File: src/rtl/cfg_chain_pkg.sv
// Shared types and CRC helper for the configuration chain transmitter.
package cfg_chain_pkg;

  typedef enum logic [2:0] {
    ST_IDLE     = 3'd0,
    ST_FETCH    = 3'd1,
    ST_SHIFT_LO = 3'd2,
    ST_SHIFT_HI = 3'd3,
    ST_LATCH    = 3'd4,
    ST_FINISH   = 3'd5
  } cfg_state_e;

  localparam logic [7:0] CRC_POLY = 8'h07;
  localparam logic [7:0] CRC_INIT = 8'h00;

  // One bit of an MSB-first CRC-8 over the serial chain stream.
  function automatic logic [7:0] crc8_step(input logic [7:0] crc, input logic din);
    logic fb;
    fb = crc[7] ^ din;
    return {crc[6:0], 1'b0} ^ (fb ? CRC_POLY : 8'h00);
  endfunction

endpackage

File: src/rtl/cfg_clk_div.sv
// Phase-tick generator: one-cycle tick every CLK_DIV cycles, restartable.
module cfg_clk_div #(
  parameter int unsigned CLK_DIV = 2
) (
  input  logic i_clk,
  input  logic i_rst_n,
  input  logic i_restart,
  output logic o_tick_c
);

  localparam int unsigned CNT_W = (CLK_DIV > 1) ? $clog2(CLK_DIV) : 1;

  logic [CNT_W-1:0] r_cnt;

  assign o_tick_c = (r_cnt == CNT_W'(CLK_DIV - 1));

  always_ff @(posedge i_clk or negedge i_rst_n) begin
    if (!i_rst_n) begin
      r_cnt <= '0;
    end else if (i_restart || o_tick_c) begin
      r_cnt <= '0;
    end else begin
      r_cnt <= r_cnt + CNT_W'(1);
    end
  end

endmodule

File: src/rtl/cfg_chain_shifter.sv
// Config chain transmitter: serialises loader words MSB-first, then strobes the chain latch.
// Optional trailing CRC-8 word check enabled by defining CFG_CHAIN_CRC_EN.
module cfg_chain_shifter
  import cfg_chain_pkg::*;
#(
  parameter int unsigned WORD_W    = 8,
  parameter int unsigned CHAIN_LEN = 256,
  parameter int unsigned CLK_DIV   = 2
) (
  input  logic              i_clk,
  input  logic              i_rst_n,
  input  logic              i_start,
  input  logic [WORD_W-1:0] i_word_data,
  input  logic              i_word_valid,
  output logic              o_word_ready,
  output logic              o_cfg_clk,
  output logic              o_cfg_data,
  output logic              o_cfg_latch,
  output logic              o_busy,
  output logic              o_done,
  output logic              o_err
);

  localparam int unsigned BIT_W = $clog2(CHAIN_LEN + 1);
  localparam int unsigned REM_W = $clog2(WORD_W + 1);
  // The MSB goes straight to o_cfg_data, so only the lower bits are held.
  localparam int unsigned SHR_W = WORD_W - 1;

  cfg_state_e        r_state, w_state_nxt;
  logic [SHR_W-1:0]  r_shreg, w_shreg_nxt;
  logic [BIT_W-1:0]  r_bit_cnt, w_bit_cnt_nxt;
  logic [REM_W-1:0]  r_word_rem, w_word_rem_nxt;
  logic              r_lat_ph, w_lat_ph_nxt;
  logic              r_cfg_clk, w_cfg_clk_nxt;
  logic              r_cfg_data, w_cfg_data_nxt;
  logic              r_cfg_latch, w_cfg_latch_nxt;
  logic              r_busy, w_busy_nxt;
  logic              r_done, w_done_nxt;
  logic              r_err, w_err_nxt;

  logic              w_tick;
  logic              w_restart;
  logic              w_xfer;
  logic              w_last_bit;
  logic [31:0]       w_left;
  logic [REM_W-1:0]  w_take;
  logic              w_crc_ph;
  logic              w_crc_ok;

  cfg_clk_div #(.CLK_DIV(CLK_DIV)) u_clk_div (
    .i_clk     (i_clk),
    .i_rst_n   (i_rst_n),
    .i_restart (w_restart),
    .o_tick_c  (w_tick)
  );

  assign o_word_ready = (r_state == ST_FETCH);
  assign w_xfer       = o_word_ready && i_word_valid;
  assign w_restart    = (w_state_nxt != r_state);
  assign w_last_bit   = (r_bit_cnt == BIT_W'(CHAIN_LEN - 1));
  // Bits of the next word that still fit in the chain; the rest are dropped.
  assign w_left       = 32'(CHAIN_LEN) - 32'(r_bit_cnt);
  assign w_take       = (w_left < 32'(WORD_W)) ? REM_W'(w_left) : REM_W'(WORD_W);

`ifdef CFG_CHAIN_CRC_EN
  localparam bit CRC_EN = 1'b1;

  logic [7:0] r_crc;
  logic       r_crc_ph;

  // Running CRC over every bit clocked into the chain.
  always_ff @(posedge i_clk or negedge i_rst_n) begin
    if (!i_rst_n) begin
      r_crc    <= CRC_INIT;
      r_crc_ph <= 1'b0;
    end else if ((r_state == ST_IDLE) && i_start) begin
      r_crc    <= CRC_INIT;
      r_crc_ph <= 1'b0;
    end else if ((r_state == ST_SHIFT_HI) && w_tick) begin
      r_crc <= crc8_step(r_crc, r_cfg_data);
      if (w_last_bit) r_crc_ph <= 1'b1;
    end
  end

  assign w_crc_ph = r_crc_ph;
  assign w_crc_ok = (i_word_data[7:0] == r_crc);
`else
  localparam bit CRC_EN = 1'b0;

  assign w_crc_ph = 1'b0;
  assign w_crc_ok = 1'b0;
`endif

  // Next-state and next-output logic.
  always_comb begin
    w_state_nxt     = r_state;
    w_shreg_nxt     = r_shreg;
    w_bit_cnt_nxt   = r_bit_cnt;
    w_word_rem_nxt  = r_word_rem;
    w_lat_ph_nxt    = r_lat_ph;
    w_cfg_clk_nxt   = r_cfg_clk;
    w_cfg_data_nxt  = r_cfg_data;
    w_cfg_latch_nxt = r_cfg_latch;
    w_busy_nxt      = r_busy;
    w_done_nxt      = 1'b0;
    w_err_nxt       = r_err;

    case (r_state)
      ST_IDLE: begin
        if (i_start) begin
          w_state_nxt   = ST_FETCH;
          w_busy_nxt    = 1'b1;
          w_err_nxt     = 1'b0;
          w_bit_cnt_nxt = '0;
        end
      end
      ST_FETCH: begin
        w_cfg_clk_nxt = 1'b0;
        if (w_xfer) begin
          if (w_crc_ph) begin
            if (w_crc_ok) begin
              w_state_nxt     = ST_LATCH;
              w_cfg_latch_nxt = 1'b1;
              w_lat_ph_nxt    = 1'b0;
            end else begin
              w_state_nxt = ST_IDLE;
              w_busy_nxt  = 1'b0;
              w_err_nxt   = 1'b1;
            end
          end else begin
            w_state_nxt    = ST_SHIFT_LO;
            w_shreg_nxt    = i_word_data[SHR_W-1:0];
            w_cfg_data_nxt = i_word_data[WORD_W-1];
            w_word_rem_nxt = w_take;
          end
        end
      end
      ST_SHIFT_LO: begin
        if (w_tick) begin
          w_state_nxt   = ST_SHIFT_HI;
          w_cfg_clk_nxt = 1'b1;
        end
      end
      ST_SHIFT_HI: begin
        if (w_tick) begin
          w_cfg_clk_nxt  = 1'b0;
          w_shreg_nxt    = r_shreg << 1;
          w_bit_cnt_nxt  = r_bit_cnt + BIT_W'(1);
          w_word_rem_nxt = r_word_rem - REM_W'(1);
          if (w_last_bit) begin
            if (CRC_EN) begin
              w_state_nxt = ST_FETCH;
            end else begin
              w_state_nxt     = ST_LATCH;
              w_cfg_latch_nxt = 1'b1;
              w_lat_ph_nxt    = 1'b0;
            end
          end else if (r_word_rem != REM_W'(1)) begin
            w_state_nxt    = ST_SHIFT_LO;
            w_cfg_data_nxt = r_shreg[SHR_W-1];
          end else begin
            w_state_nxt = ST_FETCH;
          end
        end
      end
      ST_LATCH: begin
        // Two divider phases of latch strobe.
        if (w_tick) begin
          if (r_lat_ph) begin
            w_state_nxt     = ST_FINISH;
            w_cfg_latch_nxt = 1'b0;
            w_busy_nxt      = 1'b0;
            w_done_nxt      = 1'b1;
          end else begin
            w_lat_ph_nxt = 1'b1;
          end
        end
      end
      ST_FINISH: begin
        w_state_nxt = ST_IDLE;
      end
      default: begin
        w_state_nxt     = ST_IDLE;
        w_busy_nxt      = 1'b0;
        w_cfg_clk_nxt   = 1'b0;
        w_cfg_latch_nxt = 1'b0;
      end
    endcase
  end

  // State and registered outputs.
  always_ff @(posedge i_clk or negedge i_rst_n) begin
    if (!i_rst_n) begin
      r_state     <= ST_IDLE;
      r_shreg     <= '0;
      r_bit_cnt   <= '0;
      r_word_rem  <= '0;
      r_lat_ph    <= 1'b0;
      r_cfg_clk   <= 1'b0;
      r_cfg_data  <= 1'b0;
      r_cfg_latch <= 1'b0;
      r_busy      <= 1'b0;
      r_done      <= 1'b0;
      r_err       <= 1'b0;
    end else begin
      r_state     <= w_state_nxt;
      r_shreg     <= w_shreg_nxt;
      r_bit_cnt   <= w_bit_cnt_nxt;
      r_word_rem  <= w_word_rem_nxt;
      r_lat_ph    <= w_lat_ph_nxt;
      r_cfg_clk   <= w_cfg_clk_nxt;
      r_cfg_data  <= w_cfg_data_nxt;
      r_cfg_latch <= w_cfg_latch_nxt;
      r_busy      <= w_busy_nxt;
      r_done      <= w_done_nxt;
      r_err       <= w_err_nxt;
    end
  end

  assign o_cfg_clk   = r_cfg_clk;
  assign o_cfg_data  = r_cfg_data;
  assign o_cfg_latch = r_cfg_latch;
  assign o_busy      = r_busy;
  assign o_done      = r_done;
  assign o_err       = r_err;

endmodule

File: config.mk
export PLATFORM = sky130hd
export DESIGN_NAME = cfg_chain_shifter
export DESIGN_NICKNAME = d
export VERILOG_FILES = /design/src/rtl/cfg_chain_pkg.sv /design/src/rtl/cfg_clk_div.sv /design/src/rtl/cfg_chain_shifter.sv
export SDC_FILE = /design/constraint.sdc
export NUM_CORES = 1
export LEC_CHECK = 0
export ABC_AREA = 0
export CAP_MARGIN = 40
export CORE_MARGIN = 2
export CORE_UTILIZATION = 55
export CTS_CLUSTER_SIZE = 10
export DETAILED_ROUTE_END_ITERATION = 10
export GPL_ROUTABILITY_DRIVEN = 0
export PLACE_DENSITY = 0.78
export SYNTH_ARGS = -nofsm -noshare
export SYNTH_HDL_FRONTEND = slang
export SYNTH_SLANG_ARGS = --single-unit
File: constraint.sdc
create_clock -name i_clk -period 2.46 [get_ports i_clk]
set_input_delay 0.246 -clock i_clk [delete_from_list [all_inputs] [get_ports i_clk]]
set_output_delay 0.246 -clock i_clk [all_outputs]
set_load 0.03 [all_outputs]
==> results.json, run 1 <==
{
  "status": "completed",
  "io_pins": 19,
  "syn_avg_cell_area_um2": 8.99,
  "cts_setup_buffers": 0,
  "wl_per_cell_um": 13.6,
  "synth_compound_area_share_pct": 17.3,
  "path_clk_slew_ns": 0.10,
  "cts_resized": 0,
  "powerDensity_mw_per_mm2": 1050,
  "critPathMaxStageDelay_ns": 0.70,
  "final_util_pct": 66.3,
  "yosysSeqAreaShare_pct": 43.5,
  "max_freq_ghz": 0.461,
  "nets": 228,
  "synth-async-reset-ratio_pct": 100,
  "grt_start_max_net_pins": 31,
  "design.core.area_mm2": 0.00303,
  "synth_top_family_by_area": "simple AND/OR/NAND/NOR gates",
  "setup_violations": 0,
  "dp_hpwl_um": 2450,
  "fp.dieH_um": 60.0,
  "holdWs_ns": 0.298,
  "vias": 1417,
  "hold_class": "in -> async",
  "slew_viol_final": 0,
  "area_growth_pct": 16.3,
  "cp_cell_sequence": "nand2b_1 > nor2_1 > clkdlybuf4s50_1",
  "tns_ns": 0,
  "rsz0062_at_grt": "false",
  "rows": 20,
  "grt_pass1_vias": 1313,
  "layout_common_cells": "30 x dfrtp_1, 27 x nand2_1, 24 x nor2_1",
  "die_w_um": 60.0,
  "diodes": 0,
  "port-buffer-count": 17,
  "grt_pass1_wl_um": 5910,
  "critical_path.top_delay_family": "buffers and inverters",
  "drv_cap": 0,
  "cp_data_arrival_time_ns": 1.92,
  "die_area_mm2": 0.00360,
  "grt.total_usage_pct": 22.2,
  "gr-total-overflow": 0,
  "synth_xor_area_share_pct": 4.06,
  "synth_edf_count": 0,
  "cts_hold_buf": 0,
  "drt-vias-per-instance": 5.54,
  "synthSimpleGateAreaFrac_pct": 23.4,
  "crit_buf_inv": 1,
  "fill_cells": 251,
  "ir_drop_mv": 0.530,
  "tritoncts": "done",
  "ys_ff_latch": 30,
  "htree_num_levels": 2,
  "dp_slack_ns": 0.289,
  "final_antenna_net_count": 0,
  "final_common_cell": "dfrtp_1",
  "critPathKind": "reg -> out",
  "cts_sinks": 30,
  "p_leak_uw": 0.000823,
  "syn_nets": 209,
  "setup_slack_ns": 0.292,
  "root_buffer": "clkbuf_4",
  "post-route-period-util_pct": 88.1,
  "cts-buffers-inserted": 5,
  "clock_skew_ns": 0.00758,
  "hold_viol": 0,
  "critical_path.endpoint_type": "output port",
  "drive_above_1_share_pct": 10.8,
  "path_max_fanout": 9,
  "antenna_found_initial": 0,
  "synth_ff_type": "dfrtp_1",
  "routed_wl_um": 3470,
  "synthAdderAreaFrac_pct": 3.63,
  "drtPass1Iterations": 4,
  "crit_slowest_cell": "clkdlybuf4s50_1",
  "synthDistinctLibCells": 47,
  "initial_core_util_pct": 57.0,
  "cts_buffer_depth": 2,
  "synthMuxAreaShare_pct": 2.47,
  "remaining_drc_errors": 0,
  "cp-start-kind": "flop",
  "dp.cells": 248,
  "cp_data_required_time_ns": 2.21,
  "yosysWarnings": 0,
  "syn_area_mm2": 0.00173,
  "insertion_delay_ns": 0.33,
  "finalCriticalPeriod_ns": 2.17,
  "fin_cells": 256,
  "drt_iter0_markers": 80,
  "synthesis.instances": 192
}
==> cell usage after synthesis, types with 2 or more instances <==
cell type / number / area share, %
or4_4: 2 / 1.3
dfrtp_1: 30 / 44
o31ai_1: 4 / 1.7
clkbuf_1: 10 / 2.2
mux2_2: 2 / 1.3
nor2_1: 24 / 5.2
nand2b_1: 2 / 0.73
a211oi_1: 2 / 0.87
nor3_1: 6 / 1.7
inv_1: 10 / 2.2
nand4_1: 3 / 1.1
nand2_1: 27 / 5.9
ha_1: 5 / 3.6
a21oi_1: 7 / 2.0
xnor2_1: 5 / 2.5
xor2_1: 3 / 1.5
a31oi_1: 8 / 2.9
nand4b_1: 2 / 1.0
mux2i_1: 2 / 1.2
o21ai_0: 5 / 1.5
nand3_1: 7 / 2.0
==> stage by stage <==
| step | instance area [µm²] | total power [µW] |
|---|---|---|
| final | 2010 | 2120 |
| after CTS | 2010 | 2140 |
| after global routing | 2010 | 2320 |
| after floorplan | 1730 | 1570 |
| after global placement | 1950 | 1780 |
| after detailed placement | 1950 | 1820 |
==> state kept, by name (all words and copies together), names as in the netlist, 3 cells and up <==
| signal | flops |
|---|---|
| r_state | 3 |
| r_bit_cnt | 9 |
| r_shreg | 7 |
| r_word_rem | 4 |
==> per-layer routing <==
metal,global-route usage [%],wire [µm],vias to the layer above
li1,-,-,711
met1,28.9,1630,672
met2,35.2,1640,28
met3,6.93,151,6
met4,6.98,43,0
met5,0,0,-
==> worst paths after layout <==
path / from / end / slack, ns / depth (start not counted)
worst max register to register: r_bit_cnt[0] / r_word_rem[2] / 0.40 / 6
worst max-delay path: r_state[2] / o_word_ready / 0.29 / 3
worst min-delay path: i_rst_n / r_shreg[2] / 0.30 / 2
worst min register to register: r_shreg[0] / r_shreg[0] / 0.51 / 1
min in group i_clk: i_word_data[2] / r_shreg[2] / 0.48 / 3
max in group asynchronous: i_rst_n / r_bit_cnt[4] / 1.87 / 2
==> where the power goes <==
group          total [µW]  internal [µW]  switching (µW)
Combinational         951            429             522
Sequential            857            664             193
Clock                 309            138             171
Total                2120           1230             886
==> cells by family (layout without fill, tap and decap cells) <==
kind of cell,Yosys count,in the layout
DFF,30,30
buffers and inverters,22,42
xor gates and xnor gates,8,8
adders and majority gates,5,5
muxes,4,4
AOI/OAI and AO/OA,40,40
other,1,1
and+or+nand+nor,82,82
==> layout make-up <==
cell class,count,area (µm²),area share (%)
Multi-Input combinational cell,140,881,43.9
Sequential cell,30,751,37.4
Timing Repair Buffer,24,223,11.1
Clock buffer,7,55.1,2.74
Tap cell,44,55.1,2.74
Inverter,10,37.5,1.87
Clock inverter,1,5.00,0.249
(Power assumes the default switching activity.)
==> inputs of run 2 (changes only) <==
- clock period: 2.46 -> 2.1 ns (I/O delays scaled with it)
==> run 2 against run 1 <==
  * Critical path depth rose by 1
  * Worst setup slack got worse by 0.24 ns
  * Critical endpoint is now r_word_rem[2]
  * Design area is 2.2% higher
  * Largest power group unchanged
  * Total power rose by 21%
  * Critical path type is now reg -> reg
  * Register-to-register slack lost 0.35 ns
  * Non-clock buffer count is 5 higher
  * Hold slack worse by 0.035 ns
  * Sequential power grew 15%
  * Combinational power is 25% higher
  * Global-route usage increased by 1.9 points
==> results.json, run 2 (synthesized netlist as in run 1, its figures left out) <==
{
  "status": "completed",
  "antenna_found_initial": 0,
  "crit_buf_inv": 0,
  "cts_buffer_depth": 2,
  "relSlewSlack_pct": 63.3,
  "crit_slowest_cell": "or4_4",
  "wl_per_cell_um": 14.6,
  "tightestPinTransition_ns": 0.548,
  "slew_viol_final": 0,
  "cp_data_required_time_ns": 2.34,
  "cp_data_arrival_time_ns": 2.29,
  "drt_iter0_markers": 122,
  "grt.total_usage_pct": 24.2,
  "ir_drop_mv": 0.568,
  "root_buffer": "clkbuf_4",
  "max_freq_ghz": 0.489,
  "grt_start_max_net_pins": 31,
  "htree_num_levels": 2,
  "routed_wl_um": 3820,
  "tns_ns": 0,
  "cts_sinks": 30,
  "hold_viol": 0,
  "p_leak_uw": 0.000847,
  "cp-start-kind": "flop",
  "die_area_mm2": 0.00360,
  "drive_above_1_share_pct": 14.3,
  "hold_class": "in -> async",
  "largest_reg_flops": 9,
  "rrSetupSlack_ns": 0.05,
  "critical_path.endpoint_type": "flop",
  "layout_common_cells": "29 x dfrtp_1, 27 x nand2_1, 24 x nor2_1",
  "setup_violations": 0,
  "final_util_pct": 67.7,
  "area_growth_pct": 18.9,
  "gr-total-overflow": 0,
  "grt_pass1_wl_um": 6400,
  "cts-buffers-inserted": 5,
  "dp_hpwl_um": 2810,
  "critPathMaxStageDelay_ns": 0.56,
  "finalCriticalPeriod_ns": 2.05,
  "cp_cell_sequence": "or4_4 > o22a_1 > or4_4 > o311ai_2",
  "path_max_fanout": 5,
  "rows": 20,
  "top_regs": "r_bit_cnt: 9 flops, r_shreg: 7 flops, r_word_rem: 4 flops",
  "path_clk_slew_ns": 0.10,
  "holdWs_ns": 0.263,
  "die_w_um": 60.0,
  "drv_cap": 0,
  "critical_path.top_delay_family": "simple AND/OR/NAND/NOR gates",
  "design.core.area_mm2": 0.00303,
  "vias": 1502,
  "clock_skew_ns": 0.00523,
  "critPathKind": "reg -> reg",
  "rsz0062_at_grt": "false",
  "io_pins": 19,
  "grt_pass1_vias": 1485,
  "post-route-period-util_pct": 97.5,
  "nets": 233,
  "initial_core_util_pct": 57.0,
  "final_common_cell": "dfrtp_1",
  "regMostFlops": "r_bit_cnt",
  "cts_setup_buffers": 0,
  "drt-vias-per-instance": 5.75,
  "tritoncts": "done",
  "cpMostUsedCell": "or4_4",
  "drtPass1Iterations": 4,
  "fp.dieH_um": 60.0,
  "final_antenna_net_count": 0,
  "powerDensity_mw_per_mm2": 1250,
  "total_power_uw": 2560,
  "remaining_drc_errors": 0,
  "diodes": 0,
  "insertion_delay_ns": 0.33,
  "port-buffer-count": 17
}
==> run 2: changes by cell type in the layout (fill, tap and decap cells not counted), sizes merged <==
cell           before  now
clkinvlp            0    1
clkbuf              7    6
buf                 7   12
clkdlybuf4s50      17   16
dlygate4sd2         0    1
==> run 2: timing repair <==
item                                    CTS  global route
resized for setup                         1             2
endpoints found under the setup margin    1             3
hold buffers                              0             0
==> run 2: metal layers <==
layer  vias up  wire length [µm]  share of wire, %  global-route usage, %
met4         0                59               1.5                   11.1
li1        724                 -                 -                      -
met5         -                 0                 0                      0
met3         5               196               5.1                   6.49
met1       722              1650                43                   28.9
met2        51              1920                50                   40.2
==> run 2: layout make-up <==
cell class	count	area (µm²)
repair buffers	29	259
multi-input cells	140	883
inverters	10	37.5
clock inverters	2	12.5
well taps	44	55.1
fillers	237	977
flip-flops and latches	30	752
clock buffers	6	51.3
==> run 2: final timing paths <==
check                                from             to  cells past startpoint
min reg2reg                    r_shreg[0]     r_shreg[0]                      1
min in group i_clk         i_word_data[4]     r_shreg[4]                      3
max reg2reg                  r_bit_cnt[1]  r_word_rem[2]                      4
min                               i_rst_n   r_bit_cnt[6]                      2
max                          r_bit_cnt[1]  r_word_rem[2]                      4
max in group asynchronous         i_rst_n   r_bit_cnt[0]                      2
==> run 2: metrics by stage <==
stage / instances / worst slack [ns] / cell area, µm²
3_5_place_dp: 253 / 0.0413 / 1980
2_1_floorplan: 192 / 0.150 / 1730
3_3_place_gp: 253 / 0.0820 / 1980
4_1_cts: 261 / 0.0186 / 2050
5_1_grt: 261 / 0.0173 / 2050
6_report: 261 / 0.0535 / 2050
==> run 2: power breakdown <==
| part | switching, µW | total (µW) | leakage (µW) | internal [µW] |
|---|---|---|---|---|
| Clock | 217 | 378 | 0.0000343 | 161 |
| Combinational | 666 | 1190 | 0.000450 | 528 |
| Sequential | 207 | 989 | 0.000363 | 782 |
| Total | 1090 | 2560 | 0.000847 | 1470 |
